--- config.mk ---
export PLATFORM = sky130hd
export DESIGN_NAME = c_demux_split2_d_sync
export DESIGN_NICKNAME = d
export VERILOG_FILES = /design/src/rtl/c_demux_split2_d_sync.sv
export SDC_FILE = /design/constraint.sdc
export NUM_CORES = 1
export LEC_CHECK = 0
export ABC_AREA = 1
export BUFFER_PORTS_ARGS = -buffer_cell sky130_fd_sc_hd__buf_2
export CORE_AREA = 2 2 169 171
export CTS_CLUSTER_SIZE = 24
export DETAILED_ROUTE_END_ITERATION = 10
export DIE_AREA = 0 0 171 173
export GPL_TIMING_DRIVEN = 1
export PLACE_DENSITY = 0.69
export SLEW_MARGIN = 20
export SYNTH_ARGS = -nofsm -noshare
export SYNTH_HDL_FRONTEND = slang
export SYNTH_SLANG_ARGS = --single-unit
export TNS_END_PERCENT = 20
--- constraint.sdc ---
create_clock -name clk -period 1.4 [get_ports clk]
set_clock_uncertainty 0.15 [all_clocks]
set_input_delay 0.07 -clock clk [delete_from_list [all_inputs] [get_ports clk]]
set_output_delay 0.07 -clock clk [all_outputs]
set_load 0.02 [all_outputs]
--- src/rtl/c_demux_split2_d_sync.sv ---
// Clocked 2-way drive/free demultiplexer: one upstream token is steered to out0 or out1
// and held until that output frees it. Optional BUSY watchdog under `SPLIT_TIMEOUT_EN`.
module c_demux_split2_d_sync #(
   parameter int DATA_WIDTH  = 128,
   parameter int TIMEOUT_CYC = 1024,
   parameter int CNT_W       = 16
) (
   input  logic                  clk,
   input  logic                  rst,
   input  logic                  i_drive,
   input  logic                  i_sel,
   input  logic [DATA_WIDTH-1:0] i_data,
   output logic                  o_free,
   output logic                  o_drive0,
   input  logic                  i_free0,
   output logic [DATA_WIDTH-1:0] o_data0,
   output logic                  o_drive1,
   input  logic                  i_free1,
   output logic [DATA_WIDTH-1:0] o_data1,
   output logic                  o_busy,
   output logic                  o_err,
   output logic [CNT_W-1:0]      o_cnt0,
   output logic [CNT_W-1:0]      o_cnt1,
   output logic                  o_timeout
);

   // Handshake: i_drive/o_driveX and i_freeX/o_free are single-cycle pulses; a token is
   // owned by the selected output from its drive pulse until that output's free pulse.
   typedef enum logic [1:0] {
      IDLE  = 2'd0,
      BUSY0 = 2'd1,
      BUSY1 = 2'd2
   } state_t;

   state_t                state_q, state_d;
   logic [DATA_WIDTH-1:0] data0_q, data0_d;
   logic [DATA_WIDTH-1:0] data1_q, data1_d;
   logic                  drive0_q, drive0_d;
   logic                  drive1_q, drive1_d;
   logic                  free_q, free_d;
   logic                  err_q, err_d;
   logic [CNT_W-1:0]      cnt0_q, cnt0_d;
   logic [CNT_W-1:0]      cnt1_q, cnt1_d;

`ifdef SPLIT_TIMEOUT_EN
   localparam int WD_W = $clog2(TIMEOUT_CYC + 1);
   logic [WD_W-1:0] wd_q, wd_d;
   logic            tmo_q, tmo_d;
   logic            wd_expired;

   assign wd_expired = (wd_q == WD_W'(TIMEOUT_CYC - 1));
   assign o_timeout  = tmo_q;
`else
   assign o_timeout  = 1'b0;
`endif

   always_comb begin
      state_d  = state_q;
      data0_d  = data0_q;
      data1_d  = data1_q;
      drive0_d = 1'b0;
      drive1_d = 1'b0;
      free_d   = 1'b0;
      err_d    = err_q;
      cnt0_d   = cnt0_q;
      cnt1_d   = cnt1_q;
`ifdef SPLIT_TIMEOUT_EN
      wd_d     = wd_q;
      tmo_d    = tmo_q;
`endif
      case (state_q)
         IDLE: begin
            if (i_drive) begin
               if (i_sel) begin
                  state_d  = BUSY1;
                  data1_d  = i_data;
                  drive1_d = 1'b1;
               end else begin
                  state_d  = BUSY0;
                  data0_d  = i_data;
                  drive0_d = 1'b1;
               end
`ifdef SPLIT_TIMEOUT_EN
               wd_d = '0;
`endif
            end
            // Any free with no token outstanding is a protocol violation.
            if (i_free0 || i_free1) err_d = 1'b1;
         end
         BUSY0: begin
            if (i_free0) begin
               state_d = IDLE;
               free_d  = 1'b1;
               cnt0_d  = cnt0_q + 1'b1;
`ifdef SPLIT_TIMEOUT_EN
            end else if (wd_expired) begin
               state_d = IDLE;
               free_d  = 1'b1;
               tmo_d   = 1'b1;
            end else begin
               wd_d = wd_q + 1'b1;
`endif
            end
            if (i_free1 || i_drive) err_d = 1'b1;
         end
         BUSY1: begin
            if (i_free1) begin
               state_d = IDLE;
               free_d  = 1'b1;
               cnt1_d  = cnt1_q + 1'b1;
`ifdef SPLIT_TIMEOUT_EN
            end else if (wd_expired) begin
               state_d = IDLE;
               free_d  = 1'b1;
               tmo_d   = 1'b1;
            end else begin
               wd_d = wd_q + 1'b1;
`endif
            end
            if (i_free0 || i_drive) err_d = 1'b1;
         end
         default: state_d = IDLE;
      endcase
   end

   always_ff @(posedge clk) begin
      if (rst) begin
         state_q  <= IDLE;
         data0_q  <= '0;
         data1_q  <= '0;
         drive0_q <= 1'b0;
         drive1_q <= 1'b0;
         free_q   <= 1'b0;
         err_q    <= 1'b0;
         cnt0_q   <= '0;
         cnt1_q   <= '0;
`ifdef SPLIT_TIMEOUT_EN
         wd_q     <= '0;
         tmo_q    <= 1'b0;
`endif
      end else begin
         state_q  <= state_d;
         data0_q  <= data0_d;
         data1_q  <= data1_d;
         drive0_q <= drive0_d;
         drive1_q <= drive1_d;
         free_q   <= free_d;
         err_q    <= err_d;
         cnt0_q   <= cnt0_d;
         cnt1_q   <= cnt1_d;
`ifdef SPLIT_TIMEOUT_EN
         wd_q     <= wd_d;
         tmo_q    <= tmo_d;
`endif
      end
   end

   assign o_free   = free_q;
   assign o_drive0 = drive0_q;
   assign o_drive1 = drive1_q;
   assign o_data0  = data0_q;
   assign o_data1  = data1_q;
   assign o_busy   = (state_q != IDLE);
   assign o_err    = err_q;
   assign o_cnt0   = cnt0_q;
   assign o_cnt1   = cnt1_q;

endmodule
==> out/results.ini, run 1 <==
[yosys]
postSynthCellCount = 1389
netlist_area_sq_um = 10700
syn_area_per_cell_sq_um = 7.68
synth_top_area_share_pct = 55.2
synth_top_cells_by_count = 313 x nand2_1, 305 x nor2_1, 294 x dfxtp_1
async_reset_ff_share_pct = 0
synth_nets = 1529
synth_seq_cells = 294
yosysMostFrequentCell = nand2_1
synth-edff-count = 0
synth.area.top_cells = dfxtp_1 55%, nand2_1 11%, nor2_1 11%
ys_types = 31
synth_largest_area_cell = dfxtp_1
synth_seq_area_share_pct = 55.2
ys_warn_count = 0
synth_flop_cell = dfxtp_1

[timing]
rsz0062_at_grt = true
setup_ws_ns = -0.287
max_freq_mhz = 593
timing.final.crit_share_pct = 121
worst_slew_pin_slew_ns = 0.591
hold_viol_final = 0
slew_violations = 0
tns_ns = -56.47
hold_ws_ns = 0.137
setup_viol = 287
period_needed_ns = 1.69
slew_headroom_pct = 60.6

[die]
die_area_sq_um = 29600
die_x_um = 171
coreArea_sq_um = 27600
rows = 61
io_pins = 428
dieHeight_um = 173
initial_utilization_pct = 38.6

[clocking]
root_buffer = clkbuf_16
path_clk_slew_ns = 0.06
cts_tree = done
numCtsBuffers = 31
htree_levels = 1
clock_latency_ns = 0.56
clock_sinks = 294
cts_max_path_buffers = 3

[run]
drv_cap = 0

[layout]
layout-drive-gt1-share_pct = 37.6
fill_cells = 2277
nNetsFinal = 2144
layout-area-overhead-vs-synth_pct = 61.5

[critical_path]
crit_type = reg2reg
critPathCaptureType = register
critPathLaunchType = register
arrival_ns = 2.03
cp_max_fo = 10
r2r-end = o_data1[9]
critPathLaunch = state_q[0]
rr_startpoint = state_q[0]
worstPathRequired_ns = 1.74
rrSetupSlack_ns = -0.29
worst_r2r_path_depth = 9

[detailed_routing]
totalWireLength_mm = 39.8
antenna_left = 0
wl_per_cell_um = 16.5
remaining_drc_errors = 0
drt_iter0_markers = 752
num_vias = 11900
drt_pass1_iterations = 5
viasPerCell = 4.94

[grt]
grt_pass1_wl_mm = 58.9
overflow = 0
antenna_found_initial = 2
grt_max_degree = 82
track_usage_pct = 24.6
grt_pass1_vias = 11400

[place]
place_ws_ns = -0.265
port_buffers = 426
hpwl_mm = 24.6
gp_congestion = 0.881

[run_status]
failed_checks = setup timing
status = finished, violations left

[power_and_ir_drop]
ir_drop_v = 0.000929
leakage_nw = 8.02
p_per_area_nw_per_um2 = 1240

[hold_path]
hold_end = o_data0[21]
whs_path_depth = 4
min_from = i_data[21]
hp-class = in2reg

## layout make-up
type	count	area [sq um]	area share, %
clock buffer	46	912	5.29
sequential	294	5910	34.3
multi-input combinational	965	4700	27.3
timing repair inverter	1	11.3	0.0653
inverter	41	176	1.02
antenna	1	2.50	0.0145
clock inverter	10	133	0.770
tap	378	473	2.74
timing repair buffer	670	4910	28.5
## cell families (layout without fill, tap and decap cells)
logic type	Yosys count	after routing	synth area share, %
other	1	2	0.0351
adders and majority gates	6	6	0.704
DFF	294	294	55.2
buffers and inverters	130	768	5.72
xor gates and xnor gates	5	5	0.410
AOI/OAI and AO/OA	295	295	14.0
and+or+nand+nor	658	658	24.0
## worst max path at each step
stage | to | slack (ns) | cells past startpoint
3_3_place_gp | o_data0[47] | -0.20 | 8
5_1_grt | o_data0[113] | -0.44 | 9
2_1_floorplan | o_cnt0[10] | -0.03 | 7
4_1_cts | o_busy | -0.23 | 5
6_report | o_data1[9] | -0.29 | 9
3_5_place_dp | o_data0[55] | -0.26 | 8
## sequential cells by signal, indices dropped and copies added, names as in the netlist, 2 cells and up
name	cells
o_data0	128
o_data1	128
o_cnt0	16
o_cnt1	16
state_q	2
## metal layers
layer	vias up	track usage [%]	wire, um
met5	-	0	40
met4	2	10.9	1770
met3	133	5.52	3030
met2	544	42.7	19300
met1	5508	28.9	15600
li1	5692	-	-
## what timing repair did
action,in CTS,in global routing
gates cloned,4,5
setup buffers,9,7
hold endpoints to repair,293,0
pin swaps,3,61
endpoints found under the setup margin,302,316
hold buffers,133,0
resized for setup,62,201
## per-stage QoR
| stage | total power, W | instances | area (sq um) | util [%] |
|---|---|---|---|---|
| 2_1_floorplan | 0.0109 | 1389 | 10800 | - |
| 3_3_place_gp | 0.0122 | 2192 | 13800 | 50.0 |
| 3_5_place_dp | 0.0123 | 2192 | 13800 | 50.0 |
| 4_1_cts | 0.0211 | 2394 | 16500 | 59.8 |
| 5_1_grt | 0.0221 | 2406 | 17200 | 62.4 |
| 6_report | 0.0213 | 2406 | 17200 | 62.4 |
## worst max-delay path, cell delays in order, from the launching register on
cell and delay (ns):
dfxtp_2 0.35, inv_2 0.06, ha_4 0.17, buf_6 0.13, nand3_4 0.08, buf_12 0.17
buf_12 0.14, buf_6 0.12, nand2_1 0.09, a21oi_2 0.15
## cells in the final DEF, fill, tap and decap left out, types with 3 or more instances in the layout
cell and n:
nor3_4 3, nand2_4 3, dlygate4sd3_1 133, nor2_2 57, bufinv_16 3, clkbuf_8 8, dfxtp_1 274, nand2_1 289
inv_4 4, nor2_1 243, a21oi_2 42, clkinv_2 5, dfxtp_2 20, inv_1 33, nand3_1 18, o21ai_0 75
ha_1 3, buf_4 57, o21ai_1 64, clkbuf_1 7, buf_2 414, nand4_1 6, buf_8 5, nand2_2 22
clkbuf_16 36, inv_2 3, a21oi_1 102, xor2_1 5, buf_12 25, buf_6 29, o21ai_2 6, nor2_4 8
## where the power goes
| group | total, W | switching (W) | internal, W |
|---|---|---|---|
| logic | 0.00377 | 0.00221 | 0.00155 |
| registers | 0.00913 | 0.000255 | 0.00887 |
| clock network | 0.00841 | 0.00337 | 0.00503 |
| total | 0.0213 | 0.00584 | 0.0155 |
(Power assumes the default switching activity.)
==> inputs of run 2 (changes only) <==
Settings changed: CORE_AREA 2 2 169 171 to 2 2 165 167, DIE_AREA 0 0 171 173 to 0 0 167 169, PLACE_DENSITY 0.69 to 0.7.
Clock period 1.4 ns to 2.05 ns, I/O delays scaled along.
==> run 2 against run 1 <==
Utilization decreased by 3.6 points. Power decreased by 34%. Non-clock buffer count shrank 84. Register-to-register slack improved by 0.38 ns. Global-route usage barely moved. Critical path depth decreased by 1. Wire length down 7.1%. Sequential cell count stayed put. Sequential share of layout area up 3.5 points. Fmax is 14% lower. Critical endpoint is now o_err. Critical path type unchanged. Final area fell by 9.6%. Largest power group unchanged. The run now ends clean. Count of clock-buffer cells in the layout down 5.
==> out/results.ini, run 2 (synthesis results as in run 1) <==
[run_status]
status = complete, no violations

[die]
die_area_sq_um = 28200  ; -4.6%
die_x_um = 167  ; -2.3%
io_pins = 428  ; unchanged
initial_utilization_pct = 40.3  ; +1.6 points
rows = 60  ; -1.6%
dieHeight_um = 169  ; -2.3%
coreArea_sq_um = 26500  ; -4.1%

[critical_path]
critPathLaunch = state_q[0]
endpoint = o_err
critPathSlowestCell = dlygate4sd3_1
critPathBufInv = 3  ; -2
arrival_ns = 2.21  ; +0.18 ns
worst_r2r_path_depth = 8  ; -1
worstPathRequired_ns = 2.31  ; +0.57 ns
crit_cells = 8  ; -1
crit_type = reg2reg
cpLargestDelayFamily = buffers and inverters
critPathCaptureType = register
path_cells = inv_1 -> ha_4 -> inv_1 -> o22ai_1 -> nand2_1 -> dlygate4sd3_1 -> a21oi_1 -> nor2_1
slowest_delay_ns = 0.55  ; +0.20 ns
r2r-end = o_err
rrSetupSlack_ns = 0.1  ; +0.38 ns
rr_startpoint = state_q[0]
cp_max_fo = 4  ; -6
crit_top_cell = inv_1
critPathLaunchType = register

[power_and_ir_drop]
power_w = 0.0141  ; -34%
leakage_nw = 7.38  ; -7.9%
p_int_w = 0.0102  ; -34%
switching_share_pct = 27.2  ; -0.19 points
clockPowerShare_pct = 40.6  ; +1.1 points
pwr-share-comb_pct = 15.1  ; -2.6 points
p_per_area_nw_per_um2 = 904  ; -27%
sequentialPowerShare_pct = 44.3  ; +1.4 points
switchingPower_w = 0.00384  ; -34%
ir_drop_v = 0.000840  ; -9.6%

[timing]
rsz0062_at_grt = false
slew_violations = 0  ; unchanged
worst_slew_pin_slew_ns = 0.698  ; +0.107 ns
period_needed_ns = 1.95  ; +0.268 ns
hold_viol_final = 0  ; unchanged
timing.final.crit_share_pct = 95.4  ; -25 points
tns_ns = 0  ; +56.47 ns
slew_headroom_pct = 53.5  ; -7.1 points
max_freq_mhz = 512  ; -14%
setup_viol = 0  ; -100%

[clocking]
clock_latency_ns = 0.55  ; about the same
path_clk_slew_ns = 0.06  ; about the same
postCtsSetupRepairBufs = 0  ; -9
htree_levels = 1  ; unchanged
root_buffer = clkbuf_16
numCtsBuffers = 31  ; unchanged
clock_sinks = 294  ; unchanged
cts_max_path_buffers = 3  ; unchanged
cts_tree = done

[detailed_routing]
wl_met1_mm = 14.8  ; -5.4%
remaining_drc_errors = 0  ; unchanged
topRoutingLayerUsed = met4
num_vias = 11400  ; -4.3%
wl_met3_mm = 2.91  ; -4.0%
antenna_left = 0  ; unchanged
totalWireLength_mm = 37.0  ; -7.1%
drt_iter0_markers = 766  ; +1.9%
wl_per_cell_um = 16.2  ; -2.0%
viasPerCell = 4.98  ; +0.88%
drt_pass1_iterations = 5  ; unchanged
route.met2.wl_mm = 17.8  ; -8.1%

[layout]
layout-drive-gt1-share_pct = 26.7  ; -11 points
post-route-util_pct = 58.8  ; -3.6 points
nNetsFinal = 2059  ; -4.0%
mostFrequentLayoutCells = 425 x buf_2, 313 x nand2_1, 305 x nor2_1
layout-area-overhead-vs-synth_pct = 45.9
final_common_cell = buf_2

[run]
drv_cap = 0  ; unchanged

[place]
hpwl_mm = 24.1  ; -2.1%
port_buffers = 426  ; unchanged
gp_congestion = 0.904  ; +2.6%

[hold_path]
min_from = i_data[57]
hp-class = in2reg
whs_path_depth = 4  ; unchanged

[grt]
track_usage_pct = 24.6  ; about the same
grt_pass1_vias = 10900  ; -4.3%
grt_max_degree = 143  ; +74%
grt_pass1_wl_mm = 57.2  ; -3.0%
antenna_found_initial = 1  ; -1
overflow = 0  ; unchanged

run 2: how the worst min path moves through the flow:
stage / endpoint
detailed placement: o_data0[57]
global route: o_data0[28]
CTS: o_data0[57]
floorplan: o_data0[127]
finish: o_data0[57]
global placement: o_data0[106]
run 2: routing by layer:
metal | vias to the layer above | track usage, %
li1 | 5494 | -
met1 | 5183 | 30.5
met2 | 574 | 41.5
met3 | 120 | 5.05
met4 | 0 | 10.8
met5 | - | 0
run 2: layout make-up:
cell class | instances | area [sq um]
Fill cell | 2319 | 10900
Sequential cell | 294 | 5890
Multi-Input combinational cell | 965 | 4200
Timing Repair Buffer | 586 | 3850
Clock buffer | 41 | 883
Tap cell | 341 | 427
Clock inverter | 14 | 163
Inverter | 41 | 161
Antenna cell | 1 | 2.50
run 2: worst min-delay path: stages:
cell           delay [ns]
dlygate4sd3_1        0.51
buf_2                0.11
nor2_1               0.04
nor2_1               0.08
run 2: power by group through the flow:
| stage | registers (W) | logic [W] | clock network (W) |
|---|---|---|---|
| 3_5_place_dp | 0.00635 | 0.00189 | 0 |
| 6_report | 0.00624 | 0.00213 | 0.00571 |
| 5_1_grt | 0.00627 | 0.00229 | 0.00601 |
| 4_1_cts | 0.00623 | 0.00210 | 0.00580 |
| 3_3_place_gp | 0.00634 | 0.00187 | 0 |
| 2_1_floorplan | 0.00676 | 0.000669 | 0 |
run 2: timing repair:
action                                  CTS  global route
endpoints found under the setup margin    0             1
endpoints found under the hold margin   278             0
hold buffers                            134             0
resized for setup                         0             2
run 2: metrics by stage:
| stage | hold WS [ns] | instances | worst slack, ns | cell area [sq um] |
|---|---|---|---|---|
| final | 0.172 | 2283 | 0.0952 | 15600 |
| after detailed placement | 0.196 | 2093 | 0.161 | 13200 |
| after global placement | 0.192 | 2093 | 0.239 | 13200 |
| after global routing | 0.180 | 2283 | 0.0114 | 15600 |
| after CTS | 0.150 | 2282 | 0.0709 | 15600 |
| after floorplan | 0.0874 | 1389 | 0.524 | 10700 |
